## src/rtl/imm_stage.sv

```systemverilog
// -----------------------------------------------------------------------------
// imm_stage
// Registered immediate-generation stage for the RV32I/RV64I pipeline.
// The instruction format is decoded directly from the opcode. The stage then
// produces four results:
//   - the sign-extended immediate,
//   - a format tag,
//   - an illegal-opcode flag,
//   - the PC-relative target pc + imm.
// All of these are computed before the output register.
// The beat is then held behind a valid/ready handshake. It uses either a
// 2-entry skid buffer (SKID=1) or a single output register (SKID=0).
//
// Parameters
//   XLEN  datapath width, 32 or 64
//   SKID  1: primary + skid register, in_ready registered
//         0: single register, in_ready = out_ready | ~out_valid
//
// Ports
//   clk          in   rising-edge clock
//   clrn         in   asynchronous active-low reset
//   in_valid     in   input beat valid
//   in_ready     out  stage can accept a beat
//   inst[31:0]   in   instruction word
//   pc[XLEN-1:0] in   PC of inst
//   flush        in   synchronous kill of held and incoming beats
//   out_valid    out  output beat valid
//   out_ready    in   downstream accepts the beat
//   out_imm      out  sign-extended immediate
//   out_fmt[2:0] out  0=N 1=I 2=SH 3=S 4=B 5=U 6=J
//   out_target   out  pc + out_imm modulo 2^XLEN
//   out_illegal  out  opcode not recognised
// -----------------------------------------------------------------------------
module imm_stage #(
  parameter int XLEN = 32,
  parameter bit SKID = 1'b1
) (
  input  logic            clk,
  input  logic            clrn,
  input  logic            in_valid,
  output logic            in_ready,
  input  logic [31:0]     inst,
  input  logic [XLEN-1:0] pc,
  input  logic            flush,
  output logic            out_valid,
  input  logic            out_ready,
  output logic [XLEN-1:0] out_imm,
  output logic [2:0]      out_fmt,
  output logic [XLEN-1:0] out_target,
  output logic            out_illegal
);

  localparam logic [2:0] FMT_N  = 3'd0;
  localparam logic [2:0] FMT_I  = 3'd1;
  localparam logic [2:0] FMT_SH = 3'd2;
  localparam logic [2:0] FMT_S  = 3'd3;
  localparam logic [2:0] FMT_B  = 3'd4;
  localparam logic [2:0] FMT_U  = 3'd5;
  localparam logic [2:0] FMT_J  = 3'd6;

  localparam logic [6:0] OP_IMM    = 7'b0010011;
  localparam logic [6:0] OP_LOAD   = 7'b0000011;
  localparam logic [6:0] OP_JALR   = 7'b1100111;
  localparam logic [6:0] OP_SYSTEM = 7'b1110011;
  localparam logic [6:0] OP_STORE  = 7'b0100011;
  localparam logic [6:0] OP_BRANCH = 7'b1100011;
  localparam logic [6:0] OP_LUI    = 7'b0110111;
  localparam logic [6:0] OP_AUIPC  = 7'b0010111;
  localparam logic [6:0] OP_JAL    = 7'b1101111;
  localparam logic [6:0] OP_REG    = 7'b0110011;
  localparam logic [6:0] OP_FENCE  = 7'b0001111;

  // Packed beat layout: {illegal, fmt, imm, target}
  localparam int RW = 1 + 3 + 2 * XLEN;

  // Sign-extend a 32-bit signed value to XLEN.
  function automatic logic [XLEN-1:0] sext_xlen(input logic signed [31:0] v);
    return XLEN'(v);
  endfunction

  logic            [XLEN-1:0] w_imm;
  logic            [2:0]      w_fmt;
  logic                       w_illegal;
  logic            [XLEN-1:0] w_target;
  logic            [31:0]     w_sh;
  logic signed     [31:0]     w_i_s;
  logic signed     [31:0]     w_s_s;
  logic signed     [31:0]     w_b_s;
  logic signed     [31:0]     w_u_s;
  logic signed     [31:0]     w_j_s;
  logic            [RW-1:0]   w_res_p0;

  logic                       w_in_rdy;
  logic                       w_acc;
  logic                       w_drain;

  logic                       r_pri_vld;
  logic            [RW-1:0]   r_pri_p1;

  // ---- stage 0: decode and target add ----
  assign w_i_s = {{20{inst[31]}}, inst[31:20]};
  assign w_s_s = {{20{inst[31]}}, inst[31:25], inst[11:7]};
  assign w_b_s = {{19{inst[31]}}, inst[31], inst[7], inst[30:25], inst[11:8], 1'b0};
  assign w_u_s = {inst[31:12], 12'b0};
  assign w_j_s = {{11{inst[31]}}, inst[31], inst[19:12], inst[20], inst[30:21], 1'b0};

  // Shift amount is 6 bits wide on RV64, 5 bits on RV32; always zero-extended.
  assign w_sh = (XLEN == 64) ? {26'b0, inst[25:20]} : {27'b0, inst[24:20]};

  always_comb begin
    w_fmt     = FMT_N;
    w_imm     = '0;
    w_illegal = 1'b0;
    unique case (inst[6:0])
      OP_IMM: begin
        // funct3 001 (SLLI) and 101 (SRLI/SRAI) carry a shift amount.
        if (inst[13:12] == 2'b01) begin
          w_fmt = FMT_SH;
          w_imm = XLEN'(w_sh);
        end else begin
          w_fmt = FMT_I;
          w_imm = sext_xlen(w_i_s);
        end
      end
      OP_LOAD, OP_JALR, OP_SYSTEM: begin
        w_fmt = FMT_I;
        w_imm = sext_xlen(w_i_s);
      end
      OP_STORE: begin
        w_fmt = FMT_S;
        w_imm = sext_xlen(w_s_s);
      end
      OP_BRANCH: begin
        w_fmt = FMT_B;
        w_imm = sext_xlen(w_b_s);
      end
      OP_LUI, OP_AUIPC: begin
        w_fmt = FMT_U;
        w_imm = sext_xlen(w_u_s);
      end
      OP_JAL: begin
        w_fmt = FMT_J;
        w_imm = sext_xlen(w_j_s);
      end
      OP_REG, OP_FENCE: begin
        w_fmt = FMT_N;
        w_imm = '0;
      end
      default: begin
        w_fmt     = FMT_N;
        w_imm     = '0;
        w_illegal = 1'b1;
      end
    endcase
  end

  assign w_target = pc + w_imm;
  assign w_res_p0 = {w_illegal, w_fmt, w_imm, w_target};

  // Flush discards the incoming beat even when the handshake completes.
  assign w_acc   = in_valid & w_in_rdy & ~flush;
  assign w_drain = r_pri_vld & out_ready;

  // ---- stage 1: output register(s) ----
  if (SKID) begin : g_skid
    logic          r_skd_vld;
    logic [RW-1:0] r_skd_p1;

    always_ff @(posedge clk or negedge clrn) begin
      if (!clrn) begin
        r_pri_vld <= 1'b0;
        r_pri_p1  <= '0;
        r_skd_vld <= 1'b0;
        r_skd_p1  <= '0;
      end else if (flush) begin
        r_pri_vld <= 1'b0;
        r_skd_vld <= 1'b0;
      end else if (r_skd_vld) begin
        // in_ready is low here, so nothing new arrives; only the skid moves up.
        if (w_drain) begin
          r_pri_p1  <= r_skd_p1;
          r_skd_vld <= 1'b0;
        end
      end else if (w_acc) begin
        // The primary is free when empty or draining this cycle; that path
        // bypasses the skid register entirely.
        if (!r_pri_vld || out_ready) begin
          r_pri_p1  <= w_res_p0;
          r_pri_vld <= 1'b1;
        end else begin
          r_skd_p1  <= w_res_p0;
          r_skd_vld <= 1'b1;
        end
      end else if (w_drain) begin
        r_pri_vld <= 1'b0;
      end
    end

    // Registered ready: no combinational path from out_ready.
    assign w_in_rdy = ~r_skd_vld;
  end else begin : g_noskid
    assign w_in_rdy = out_ready | ~r_pri_vld;

    always_ff @(posedge clk or negedge clrn) begin
      if (!clrn) begin
        r_pri_vld <= 1'b0;
        r_pri_p1  <= '0;
      end else if (flush) begin
        r_pri_vld <= 1'b0;
      end else if (w_in_rdy) begin
        r_pri_vld <= w_acc;
        if (w_acc) begin
          r_pri_p1 <= w_res_p0;
        end
      end
    end
  end

  assign in_ready  = w_in_rdy;
  assign out_valid = r_pri_vld;
  assign {out_illegal, out_fmt, out_imm, out_target} = r_pri_p1;

endmodule
```

## config.mk

```make
export PLATFORM = sky130hd
export DESIGN_NAME = imm_stage
export DESIGN_NICKNAME = d
export VERILOG_FILES = /design/src/rtl/imm_stage.sv
export SDC_FILE = /design/constraint.sdc
export NUM_CORES = 1
export LEC_CHECK = 0
export BUFFER_PORTS_ARGS = -buffer_cell sky130_fd_sc_hd__clkbuf_2
export CORE_MARGIN = 2
export CORE_UTILIZATION = 55
export CTS_CLUSTER_DIAMETER = 120
export DETAILED_ROUTE_END_ITERATION = 12
export PLACE_DENSITY_LB_ADDON = 0.2
export REMOVE_ABC_BUFFERS = 1
export SYNTH_ARGS = -nofsm -noshare
export SYNTH_HDL_FRONTEND = slang
export SYNTH_SLANG_ARGS = --single-unit
```

## constraint.sdc

```tcl
create_clock -name clk -period 4.15 [get_ports clk]
set_input_delay 0.2075 -clock clk [delete_from_list [all_inputs] [get_ports clk]]
set_output_delay 0.2075 -clock clk [all_outputs]
set_load 0.02 [all_outputs]
```

After elaboration in Yosys (flattened, before gate mapping)
Cells that the tools add are included.
W data, S select, Z words.
{"block": "totals", "latch_bits": 0, "out_inout_bits": 70, "mem_bits_ro": 0, "elab_cells": 56, "ram_bits": 0, "in_bits": 69, "n_memories": 0, "register_bits": 138}
{"block": "op_classes", "bitwise_logic": 6, "n_shift": 0, "n_div": 0, "mux": 19, "n_eq_ne": 15, "reduce_logical": 11, "order_cmp": 0, "addsub": 1, "n_mul": 0}
{"cell": "$mux W68", "count": 4}
{"cell": "$pmux W32 S6", "count": 1}
{"cell": "$add A32 B32 Y32", "count": 1}
{"cell": "$mux W32", "count": 1}
{"cell": "$eq A7 B7 Y1 const B", "count": 4}
{"cell": "$eq A7 B6 Y1 const B", "count": 3}
{"cell": "$pmux W3 S6", "count": 1}
{"cell": "$eq A7 B5 Y1 const B", "count": 2}
{"cell": "$mux W1", "count": 11}
{"cell": "$reduce_or A11 Y1", "count": 1}
{"cell": "$reduce_and A4 Y1", "count": 2}
{"cell": "$eq A7 B2 Y1 const B", "count": 1}
{"cell": "$eq A7 B4 Y1 const B", "count": 1}
{"cell": "$ne A2 B2 Y1 const B", "count": 2}
{"cell": "$reduce_bool A2 Y1", "count": 2}
{"cell": "$and A1 B1 Y1", "count": 3}
{"cell": "$ne A3 B2 Y1 const B", "count": 1}
{"cell": "$not A1 Y1", "count": 3}
{"cell": "$reduce_and A3 Y1", "count": 1}
{"cell": "$reduce_bool A3 Y1", "count": 1}
{"cell": "$reduce_or A3 Y1", "count": 1}
{"cell": "$eq A2 B1 Y1 const B", "count": 1}
{"cell": "$mux W2", "count": 1}
{"cell": "$reduce_or A2 Y1", "count": 1}
{"cell": "2 further kinds", "count": 2}

Longest topological paths before layout
{"block": "depth", "depth_word": 7, "depth_mapped": 19, "mapped_depth_nobuf": 18}

Worst setup path before layout
OpenSTA, ideal clock, no wires.
{"block": "synth_path", "path_kind": "input to register", "startpoint": "input port inst[1]", "endpoint": "register r_pri_p1[16]", "slack_ns": 0.866, "t_required_ns": 4.055, "t_arrival_ns": 3.189, "setup_ns": 0.095, "path_buffers": 1, "stages": 18, "cell_sequence": "nand2_1 clkbuf_1 or4_1 o21ai_0 a32oi_1 inv_1 ha_1 inv_1 fa_1 nor2b_1 o31a_1 o211ai_2 a21boi_1 nand2b_1 a21o_1 a21oi_1 xor2_1 o31ai_1"}
{"block": "synth_via", "elab_chain_len": 7, "word_cells_on_any_way": 16, "cone_classes": "add/sub (1); eq/ne (9); mux (4); reduce/logical (2)"}
{"element": "from (decl)", "line": "42", "rtl": "input logic [31:0] inst,"}
{"element": "$eq A7 B2 Y1 (tied with other cells)", "line": "114", "rtl": "unique case (inst[6:0])"}
{"element": "$reduce_or A3 Y1 / $reduce_or A2 Y1 (equally long branches)"}
{"element": "$pmux W32 S6 (*)", "line": "114"}
{"element": "net w_imm[0]", "line": "81", "rtl": "logic [XLEN-1:0] w_imm;"}
{"element": "$add A32 B32 Y32 (*)", "line": "157", "rtl": "assign w_target = pc + w_imm;"}
{"element": "$mux W68 (*)", "line": "187", "rtl": "if (!r_pri_vld || out_ready) begin"}
{"element": "$mux W68 (*)", "line": "184", "rtl": "end else if (w_acc) begin"}
{"element": "$mux W68 (*)", "line": "178", "rtl": "end else if (r_skd_vld) begin"}
{"element": "to (signal assigned)", "line": "181", "rtl": "r_pri_p1 <= r_skd_p1;"}
{"element": "to (signal assigned)", "line": "188", "rtl": "r_pri_p1 <= w_res_p0;"}
{"element": "to (decl)", "line": "98", "rtl": "logic [RW-1:0] r_pri_p1;"}
Mark *: on every way through the listed nets, which the timed path passes. The rest lies on a longest branch. The select of a mux whose other input is x is not followed.
A chain may end at the register's enable or synchronous reset.

Worst setup path after layout
{"block": "layout_path", "startpoint": "input port inst[1]", "endpoint": "register r_pri_p1[31]"}
The elaborated chain is that of the path after synthesis.

==> results.md <==
- Status: finished clean
- Pwr/cell area: 420 nW/um2
- Global Route Usage Sum: 0.280
- Setup-failing EPs final: 0
- Switch share: 0.293
- Final critical-path share of the clock period: 0.865
- WHS: ~0.048 ns
- Die width: 123 um
- # rows: 43
- Area grow syn2layout: 17.9%
- DR pass1 iterations: 5
- Core area: 13900 um2
- Worst Tran Pin Value: roughly 1.2 ns
- Final worst slack: around 0.56 ns
- Die H: around 120 um
- Area contributors post-synth: dfrtp_1 (44%), nand2_1 (8.5%), o21ai_0 (7.5%), a21oi_1 (7.2%), ha_1 (5.0%)
- Routed WL: about 20 mm
- Count of cell types in the netlist: 59
- Predominant post-synthesis flop cell: dfrtp_1
- Slowest cell on crit path: nor4_2
- # IOs: roughly 140
- Net switching power: approximately 1.1 mW
- Layout cells sized above 1: 0.187
- Synth Instances: 949
- DRT antenna net count: 0
- Crit path required time: about 4.5 ns
- Post-Syn Area per Cell: 8.24 um2
- Crit path kind: in2reg
- CP Capture Type: flip-flop
- Post-synth top area share: 0.442
- Final non-filler cell total: between 1000 and 1500
- Fmax: ~280 MHz
- Setup crit start kind: input port
- Synth warn: 0
- Synth Register Bits: 138
- Via count: between 6000 and 7000
- Number of global-route vias before repair: roughly 6600
- Ys async rst share: 1.00
- Pin count of the biggest net entering global routing: 120
- Worst-path cell chain: clkbuf_2 > nand2_1 > nor4_2 > nand2_1 > o31ai_1 > and2_1 > a21oi_1 > inv_1 > ha_1 > a21oi_1 > o21ai_0 > a21oi_1 > nand2_1 > or2_1 > a31oi_1 > o21ai_1 > xnor2_1 > o31ai_1
- Max stage delay on crit path: about 0.35 ns
- Leakage: between 4 and 5 nW
- Clock Latency Late Sink: about 0.42 ns
- Max-Cap Viols: 0
- Clock network fraction of design power: 0.401
- Per-cell routed wire length: around 16 um
- CTS tree: yes
- DRC errors left: 0
- RSZ-0062 raised after global routing: no
- Synth Cell Area: around 8000 um2
- Antenna violations before repair: 0
- Root buf cell: clkbuf_16
- PortBufs: around 140
- Hold Fails Final Rpt: 0
- Buf+Inv Stages, Crit Path: 2
- Setup Skew: ~0.0035 ns
- Crit path max-delay family: compound AO/OA/AOI/OAI gates
- Final min period: about 3.6 ns
- Biggest area consumer among synthesized cells: dfrtp_1
- CP max FO: 11
- Htree depth: 4
- Diodes inserted: 0
- Power Internal: between 2 and 3 mW
- # clock sinks: 138
- Tot Pwr: 3.87 mW
- Initial Util: 0.563
- Post-DP HPWL: ~15 mm
- Slew HR: 0.212
- Pre-CTS setup slack: around 0.20 ns
- Number of synthesized flops with an enable pin: 0
- Initial drt markers: 620
- Vias per std cell: 5.56
- Final net count: 1161
- First-pass GRT wire length: about 33 mm
- CP arrival: around 3.9 ns
- Full die area: 15200 um2
- Overflow after GRT: 0
- Post-CTS resize count: 0
- Placed Cells: 1219
- Worst Hold Class: in2reg
- Share of power burned in registers: 0.420
- Sequential area share after synthesis: 0.442
- GPL Wtd Cong: about 0.94
- Gate power share: 0.178
- # hold bufs at CTS: 2
- Worst VDD drop: approximately 270 uV
- Final max-slew violation count: 0
- Setup Fix Bufs, Post-CTS: 0
- Worst-path clk slew: about 0.060 ns
- CTS Buffer Depth: 2
- Num CTS Buffers: 17
[worst reg2reg max path, stage by stage, from the launching register on]
cell and delay (ns):
dfrtp_4 0.47, inv_1 0.35, nand2_1 0.27, or3_4 0.69, buf_4 0.41, a211oi_1 0.26, a21o_1 0.11
[power groups by stage]
stage | clock network, mW | logic, mW | registers (mW)
detailed placement | 0 | 0.691 | 1.65
floorplan | 0 | 0.314 | 1.75
finish | 1.55 | 0.690 | 1.63
CTS | 1.57 | 0.696 | 1.63
global placement | 0 | 0.682 | 1.64
global route | 1.62 | 0.776 | 1.65
[per-stage QoR]
step,setup TNS (ns),utilization,instance area (um2)
finish,0,0.664,9220
floorplan,-175.95,-,7570
CTS,0,0.664,9220
global placement,0,0.619,8590
detailed placement,0,0.619,8590
global route,0,0.664,9220
[layer usage]
metal | GRT usage | up-vias | share of wire
met5 | 0 | - | 0
met4 | 0.0753 | 0 | 0.015
met3 | 0.0577 | 19 | 0.057
met2 | 0.432 | 202 | 0.46
met1 | 0.402 | 3261 | 0.47
li1 | - | 3484 | -
[cells in the mapped netlist (4+ instances only)]
cell	n
nand2_1	177
dfrtp_1	138
o21ai_0	117
a21oi_1	113
nor2_1	75
inv_1	47
clkbuf_1	45
ha_1	31
o21ai_1	23
xnor2_1	19
a21o_1	15
nand3_1	12
o21a_1	12
xor2_1	11
buf_2	8
nand4_1	8
o31ai_1	8
a211oi_1	7
o211ai_1	7
a31oi_1	6
and3_1	6
mux2i_1	6
a22oi_1	5
and2_1	4
nor2b_1	4
o21bai_1	4
[flip-flops by register name (all words and copies together) (netlist names)]
| register | flops |
|---|---|
| g_skid.r_skd_p1 | 68 |
| g_skid.r_skd_vld | 1 |
| out_valid | 1 |
| r_pri_p1 | 68 |
[placed cells by master (no fill, tap or decap), drive strengths merged, types with 2 or more instances in the layout]
| master | n |
|---|---|
| nand4 | 9 |
| dfrtp | 138 |
| o21a | 12 |
| clkinvlp | 4 |
| nand2 | 177 |
| xor2 | 11 |
| and2 | 4 |
| a21o | 15 |
| inv | 47 |
| nor4 | 3 |
| o21bai | 4 |
| buf | 11 |
| nor2 | 76 |
| o211ai | 8 |
| ha | 31 |
| and3 | 6 |
| nor3 | 4 |
| mux2i | 6 |
| or3 | 2 |
| xnor2 | 19 |
| a21boi | 3 |
| dlygate4sd3 | 2 |
| clkinv | 5 |
| o21ai | 140 |
| a31oi | 6 |
| nand3 | 13 |
| nor2b | 4 |
| bufinv | 3 |
| a211oi | 8 |
| clkbuf | 156 |
| a22oi | 5 |
| or2 | 2 |
| a21oi | 115 |
| o31ai | 10 |
[path summary, 6_finish.rpt]
kind	start	end	slack, ns	depth (start not counted)
setup / recovery	inst[1]	r_pri_p1[31]$_DFFE_PN0P_	0.56	18
hold / removal	flush	g_skid.r_skd_vld$_DFF_PN0_	0.05	2
setup reg to reg	g_skid.r_skd_vld$_DFF_PN0_	g_skid.r_skd_p1[65]$_DFFE_PN0P_	1.52	6
hold reg to reg	g_skid.r_skd_p1[18]$_DFFE_PN0P_	g_skid.r_skd_p1[18]$_DFFE_PN0P_	0.47	2
max in group asynchronous	clrn	g_skid.r_skd_p1[67]$_DFFE_PN0P_	2.80	3
min in group asynchronous	clrn	r_pri_p1[17]$_DFFE_PN0P_	0.42	2
[cell type report]
| cell class | count | area [um2] |
|---|---|---|
| flip-flops and latches | 138 | 3460 |
| fillers | 1234 | 4660 |
| inverters | 47 | 176 |
| well taps | 180 | 225 |
| clock inverters | 12 | 149 |
| clock buffers | 19 | 453 |
| multi-input cells | 706 | 3960 |
| repair buffers | 150 | 792 |
[kinds of logic (layout without fill, tap and decap cells)]
| family | Yosys count | count (layout) | synth area share |
|---|---|---|---|
| flops | 138 | 138 | 0.442 |
| simple gates | 304 | 304 | 0.165 |
| fa+ha+maj | 32 | 32 | 0.0522 |
| compound gates | 333 | 333 | 0.244 |
| xor+xnor | 30 | 30 | 0.0336 |
| mux | 7 | 7 | 0.00960 |
| buf+inv | 105 | 228 | 0.0547 |
Note: power is estimated with default switching activity, not from simulation.
